## src/rtl/fixed_to_fp_if.sv

```systemverilog
// Handshake bundle for the fixed-point to IEEE-754 single converter.
// The slave side is the converter, the master side is the testbench or upstream logic.
interface fixed_to_fp_if #(
  parameter int FRAC_W = 19
);
  logic              in_valid;
  logic              in_ready;
  logic              sign_i;
  logic              integer_i;
  logic [FRAC_W-1:0] fractional_i;
  logic              out_valid;
  logic              out_ready;
  logic [31:0]       fp_o;

  modport slave (
    input  in_valid, sign_i, integer_i, fractional_i, out_ready,
    output in_ready, out_valid, fp_o
  );

  modport master (
    output in_valid, sign_i, integer_i, fractional_i, out_ready,
    input  in_ready, out_valid, fp_o
  );
endinterface

```

## src/rtl/fixed_to_fp.sv

```systemverilog
// Sign-magnitude 1.FRAC_W fixed point to IEEE-754 single.
// Normalises with one left shift per cycle; the result is exact.
module fixed_to_fp #(
  parameter int FRAC_W   = 19,
  parameter int EXP_BIAS = 127
) (
  input  logic          clk,
  input  logic          rst_n,
  fixed_to_fp_if.slave  io
);
  localparam int         MW    = FRAC_W + 1;
  localparam logic [7:0] BIAS8 = 8'(EXP_BIAS);

  typedef enum logic [1:0] {IDLE, NORM, DONE} state_t;

  state_t          state, state_nx;
  logic [MW-1:0]   m, m_nx;
  logic [7:0]      exp_q, exp_nx;
  logic            sign_q, sign_nx;
  logic [31:0]     fp_q, fp_nx;
  logic            ov_q, ov_nx;
  logic [MW-1:0]   m_in;
  logic [22:0]     frac_field;

  assign m_in       = {io.integer_i, io.fractional_i};
  // Drop the hidden one and left-align the remaining bits in the 23-bit field.
  assign frac_field = 23'(m[MW-2:0]) << (23 - FRAC_W);

  assign io.in_ready  = (state == IDLE);
  assign io.out_valid = ov_q;
  assign io.fp_o      = fp_q;

  always_ff @(posedge clk or negedge rst_n) begin
    if (!rst_n) begin
      state  <= IDLE;
      m      <= '0;
      exp_q  <= '0;
      sign_q <= 1'b0;
      fp_q   <= '0;
      ov_q   <= 1'b0;
    end else begin
      state  <= state_nx;
      m      <= m_nx;
      exp_q  <= exp_nx;
      sign_q <= sign_nx;
      fp_q   <= fp_nx;
      ov_q   <= ov_nx;
    end
  end

  always_comb begin
    state_nx = state;
    m_nx     = m;
    exp_nx   = exp_q;
    sign_nx  = sign_q;
    fp_nx    = fp_q;
    ov_nx    = ov_q;
    unique case (state)
      IDLE: begin
        if (io.in_valid) begin
          sign_nx = io.sign_i;
          m_nx    = m_in;
          exp_nx  = BIAS8;
          if (m_in == '0) begin
            // Zero has no leading one to find; emit signed zero directly.
            fp_nx    = {io.sign_i, 31'b0};
            ov_nx    = 1'b1;
            state_nx = DONE;
          end else begin
            state_nx = NORM;
          end
        end
      end
      NORM: begin
        if (m[MW-1]) begin
          fp_nx    = {sign_q, exp_q, frac_field};
          ov_nx    = 1'b1;
          state_nx = DONE;
        end else begin
          m_nx   = m << 1;
          exp_nx = exp_q - 8'd1;
        end
      end
      DONE: begin
        if (io.out_ready) begin
          ov_nx    = 1'b0;
          state_nx = IDLE;
        end
      end
      default: state_nx = IDLE;
    endcase
  end
endmodule

```

## src/flat_wrapper.sv

```systemverilog
// flat-port wrapper written by rule: the top's interface ports become plain ports
module fixed_to_fp_flat 
#(
  parameter int FRAC_W   = 19,
  parameter int EXP_BIAS = 127
)
  (clk, rst_n, io_in_valid, io_sign_i, io_integer_i, io_fractional_i, io_out_ready, io_in_ready, io_out_valid, io_fp_o);
  fixed_to_fp_if #(.FRAC_W(FRAC_W)) io_i ();
  input  logic clk;
  input  logic rst_n;
  input wire logic [$bits(io_i.in_valid)-1:0] io_in_valid;
  input wire logic [$bits(io_i.sign_i)-1:0] io_sign_i;
  input wire logic [$bits(io_i.integer_i)-1:0] io_integer_i;
  input wire logic [$bits(io_i.fractional_i)-1:0] io_fractional_i;
  input wire logic [$bits(io_i.out_ready)-1:0] io_out_ready;
  output wire logic [$bits(io_i.in_ready)-1:0] io_in_ready;
  output wire logic [$bits(io_i.out_valid)-1:0] io_out_valid;
  output wire logic [$bits(io_i.fp_o)-1:0] io_fp_o;
  assign io_i.in_valid = io_in_valid;
  assign io_i.sign_i = io_sign_i;
  assign io_i.integer_i = io_integer_i;
  assign io_i.fractional_i = io_fractional_i;
  assign io_i.out_ready = io_out_ready;
  assign io_in_ready = io_i.in_ready;
  assign io_out_valid = io_i.out_valid;
  assign io_fp_o = io_i.fp_o;
  fixed_to_fp #(.FRAC_W(FRAC_W), .EXP_BIAS(EXP_BIAS)) u_core (.clk(clk), .rst_n(rst_n), .io(io_i));
endmodule
```

## config.mk

```make
export PLATFORM = sky130hd
export DESIGN_NAME = fixed_to_fp_flat
export DESIGN_NICKNAME = d
export VERILOG_FILES = /design/src/rtl/fixed_to_fp_if.sv /design/src/rtl/fixed_to_fp.sv /design/src/flat_wrapper.sv
export SDC_FILE = /design/constraint.sdc
export NUM_CORES = 1
export LEC_CHECK = 0
export ABC_AREA = 1
export BUFFER_PORTS_ARGS = -buffer_cell sky130_fd_sc_hd__buf_2
export CAP_MARGIN = 40
export CORE_MARGIN = 4
export CORE_UTILIZATION = 60
export DETAILED_ROUTE_END_ITERATION = 12
export PLACE_DENSITY = 0.91
export SYNTH_ARGS = -nofsm -noshare
export SYNTH_HDL_FRONTEND = slang
export SYNTH_SLANG_ARGS = --single-unit
```

## constraint.sdc

```tcl
create_clock -name clk -period 3.5 [get_ports clk]
set_clock_uncertainty 0.2 [all_clocks]
set_input_delay 0.175 -clock clk [delete_from_list [all_inputs] [get_ports clk]]
set_output_delay 0.175 -clock clk [all_outputs]
set_load 0.03 [all_outputs]
```

# After elaboration in Yosys (flattened, before gate mapping)

Cells that the tools add are included.

Output and inout port bits: 34
Bits of input ports: 25
Flip-flop bits (word level): 64

Muxes and demuxes: 20
Reduce and logical (&&, ||, !) cells: 10
Eq/ne operators: 7
$add $sub $neg: 1

Operators with widths:

| kind                                                                   | number |
|---|---|
| 32-bit two-way mux                                                     | 3 |
| 32-bit case mux with 2 select lines                                    | 1 |
| 20-bit two-way mux                                                     | 2 |
| 20-bit case mux with 2 select lines                                    | 1 |
| 20-bit logical NOT                                                     | 1 |
| 8-bit two-way mux                                                      | 2 |
| 8-bit case mux with 2 select lines                                     | 1 |
| 2-bit two-way mux                                                      | 4 |
| 8-bit by 1-bit subtractor with 8-bit output (second input constant)    | 1 |
| 2-bit != test (second input constant)                                  | 3 |
| 2-bit case mux with 3 select lines                                     | 1 |
| 3-bit AND reduction                                                    | 2 |
| 5-bit AND reduction                                                    | 1 |
| 1-bit two-way mux                                                      | 4 |
| 2-bit by 1-bit != test with 1-bit output (second input constant)       | 2 |
| 2-bit AND reduction                                                    | 2 |
| 4-bit AND reduction                                                    | 1 |
| 1-bit case mux with 3 select lines                                     | 1 |
| 3-bit nonzero test                                                     | 1 |
| 2-bit by 1-bit equality test with 1-bit output (second input constant) | 1 |
| 2-bit equality test (second input constant)                            | 1 |
| 2-bit logical NOT                                                      | 1 |
| 2-bit nonzero test                                                     | 1 |

# Depth between registers and ports, before layout

Depth in word-level cells: 4
Gate-level depth with buffers: 12
Depth with buffers taken out: 11

# Least setup slack after synthesis

OpenSTA, ideal clock, no wires.

Path type: register to register
Start point: register u_core.state[0]
End point: register u_core.fp_q[11] (netlist: u_core.io.fp_o[11])
Cell stages (with the launch flop): 10
Period minus slack after synthesis: 1.984 ns
Buffers on the path: 2
Slack: 1.516 ns
Arrival time: 1.667 ns
Library setup time: 0.118 ns
Cells stage by stage: dfrtp_1 -> inv_1 -> ha_1 -> nand2_1 -> nand2_4 -> nor2_4 -> buf_12 -> buf_12 -> nand3_1 -> nand2_1

Longest elaborated chain between the ends: 3

Ends and longest elaborated chain:

| element                                                                                 | line               | source |
|---|---|---|
| start: declaration                                                                      | fixed_to_fp.sv:16  | `state_t state, state_nx;` |
| start signal: assignment                                                                | fixed_to_fp.sv:42  | `state <= state_nx;` |
| 2-bit logical NOT *                                                                     | n/a                |  |
| net io_in_ready                                                                         | flat_wrapper.sv:16 | `output wire logic [$bits(io_i.in_ready)-1:0] io_in_ready;` |
| 2-bit by 1-bit != test with 1-bit output (no source line), or another cell as far along | n/a                |  |
| 4-bit AND reduction (no source line)                                                    | n/a                |  |
| end signal: assignment                                                                  | fixed_to_fp.sv:46  | `fp_q <= fp_nx;` |
| end: declaration                                                                        | fixed_to_fp.sv:20  | `logic [31:0] fp_q, fp_nx;` |

The timed path passes the listed nets; every way through them passes the cells marked *.
A chain may end at the register's enable or synchronous reset.

# Worst setup path in the final report

Start point: register u_core.state[1]
End point: register u_core.exp_q[2]

Longest elaborated chain between the ends: 3

Ends and longest elaborated chain:

| element                                                                                    | line              | source |
|---|---|---|
| 2-bit by 1-bit equality test with 1-bit output / 2-bit logical NOT (equally long branches) | fixed_to_fp.sv:58 | `unique case (state)` |
| 2-bit != test (no source line) / 2-bit nonzero test (equally long branches)                | n/a               |  |
| 3-bit AND reduction (no source line)                                                       | n/a               |  |
| end signal: assignment                                                                     | fixed_to_fp.sv:44 | `exp_q <= exp_nx;` |
| end: declaration                                                                           | fixed_to_fp.sv:18 | `logic [7:0] exp_q, exp_nx;` |

Several ways; a longest one is shown, not always the timed one.

==> reports/qor.yml <==
drt:
  wirelength_mm: 7.68
  first_iter_violations: 251
  ant_nets: 0
  wire_per_inst_um: 14.3
  routed_via_density: 5.27
  drc: 0
  vias: 2843
  first_pass_iters: 5
timing:
  setup_viol: 0
  period_share: 0.750
  fin_crit_ns: 2.63
  timing.final.ws_setup_ns: 0.875
  hold_ws_ns: 0.00809
  fmax_mhz: 381
  rsz0062_at_grt: "no"
  worst_pin_slew_ns: 0.631
  relSlewSlack: 0.578
  drv_slew: 0
  tns_ns: 0
  hold_viol: 0
global_routing:
  grtUsageMet3: 0.0482
  grt.met2_usage: 0.379
  antenna_found_initial: 0
  grt.met1_usage: 0.353
  overflow: 0
  grt_busiest_layer: "met2"
  grt_pass1_wl_mm: 12.6
  grt_pass1_vias: 2544
  track_usage: 0.257
  grt_max_degree: 36
synthesis:
  synth_cell_types: 34
  synth_edf_count: 0
  syn_avg_cell_area_sq_um: 7.98
  yosysWarnings: 0
  synth_seq_cells: 60
  netlist_instances: 396
  synth_ff_type: "dfrtp_1"
  synth_area_sq_um: 3160
  yosysSeqAreaShare: 0.475
  synthArstFlopShare: 1.00
setup_path:
  critical_path_class: "register to register"
  cp.arrival_ns: 2.64
  cp_max_fo: 22
  end_kind: "register"
  worstPathRequired_ns: 3.52
  start_kind: "register"
final_layout:
  num_antenna_cells: 0
  layout.cells.non_filler: 539
  fin_nets: 493
  drive_above_1_share: 0.190
  fin_area_sq_um: 3760
  layout_common_cells: "nand2_1, dfrtp_1, buf_2"
  utilization: 0.736
  area_delta_synth_final_pct: 18.9
  mostFrequentLayoutCell: "nand2_1"
floorplan:
  num_io_pins: 59
  die_width_um: 80.6
  dieArea_sq_um: 6490
  coreArea_sq_um: 5110
  rows: 26
  chipHeight_um: 80.6
  start_util: 0.619
clock_tree:
  cts_max_path_buffers: 2
  cts.htree.levels: 3
  cts_sinks: 60
  cts_resized: 0
  numCtsBuffers: 9
  cts_root_buffer: "clkbuf_8"
  cts_tree: "yes"
  insertion_delay_ns: 0.34
  clk_pin_slew_ns: 0.07
placement:
  place_area_sq_um: 3340
  post-dp-hpwl_mm: 4.85
  pre_cts_slack_ns: 0.977
  numPortBuffers: 54
  routabilityCongestion: 0.875
  dp_cells: 503
power_and_ir_drop:
  cellPowerDensity_nw_per_um2: 903
  cellLeakagePower_nw: 2.24
  power_mw: 3.39
  irDropWorstVdd_uv: 605
flow_run:
  timing.max_cap.violations: 0
worst_hold_path:
  min-delay-path-class: "input port to register"
status:
  status: "finished clean"
cells by family after synthesis:
family,Yosys count,share of synthesized area
and+or+nand+nor,226,0.299
adders and majority gates,4,0.0158
buffers and inverters,71,0.127
AOI/OAI and AO/OA,34,0.0812
other,1,0.00119
DFF,60,0.475
registers in the layout, summed over array words and instances, names as in the netlist:
signal / count
u_core.sign_q: 1
u_core.io.fp_o: 28
u_core.m: 20
u_core.state: 2
u_core.io.out_valid: 1
u_core.exp_q: 8
power breakdown:
part	internal, mW	total, mW	switching (mW)	leakage, nW
logic	0.462	1.61	1.15	1.37
registers	0.928	1.09	0.167	0.756
clock network	0.398	0.688	0.290	0.109
total	1.79	3.39	1.61	2.24
layout make-up:
class | count | area [sq um]
Sequential cell | 60 | 1500
Fill cell | 369 | 1350
Multi-Input combinational cell | 268 | 1270
Timing Repair Buffer | 77 | 505
Inverter | 48 | 180
Clock buffer | 9 | 124
Clock inverter | 7 | 91.3
Tap cell | 70 | 87.6
cells in the mapped netlist (all sizes together) (2+ instances only):
cell	instances	area share
buf	17	0.057
inv	48	0.057
clkbuf	6	0.013
a21oi	3	0.0048
a22o	15	0.042
o22ai	2	0.0059
or2	3	0.0059
dfrtp	60	0.48
ha	4	0.016
nand3b	2	0.0059
nor2	17	0.023
o21ai	9	0.015
nand3	37	0.059
nand2	166	0.20
metal layers:
layer / share of wire / wire length [um]
met5: 0 / 0
met4: 0.032 / 246
met3: 0.084 / 648
met2: 0.46 / 3500
met1: 0.43 / 3290
worst paths after layout:
check | startpoint | end | slack, ns | cells past startpoint
worst max-delay path | u_core.state[1]$_DFFE_PN0P_ | u_core.exp_q[2]$_DFFE_PN0P_ | 0.87 | 11
worst min-delay path | io_fractional_i[4] | u_core.m[4]$_DFFE_PN0P_ | 0.008 | 4
worst max register to register | u_core.state[1]$_DFFE_PN0P_ | u_core.exp_q[2]$_DFFE_PN0P_ | 0.87 | 11
worst min register to register | u_core.io.fp_o[24]$_DFFE_PN0P_ | u_core.io.fp_o[24]$_DFFE_PN0P_ | 0.27 | 2
max in group asynchronous | rst_n | u_core.io.out_valid$_DFFE_PN0P_ | 2.52 | 3
min in group asynchronous | rst_n | u_core.io.fp_o[15]$_DFFE_PN0P_ | 0.07 | 2
repair_timing:
action	in CTS	in global routing
hold endpoints to repair	78	0
setup buffers	0	0
setup endpoints to repair	0	0
hold buffers	20	0
critical path: stages (launching register included):
cell	delay, ns
dfrtp_1	0.40
inv_1	0.09
ha_1	0.31
inv_2	0.23
nand2_2	0.15
nand2_4	0.08
inv_2	0.08
nand2_2	0.25
inv_2	0.44
nand2_1	0.11
nand2_1	0.09
nand3_1	0.06
Note: power is estimated with default switching activity, not from simulation.
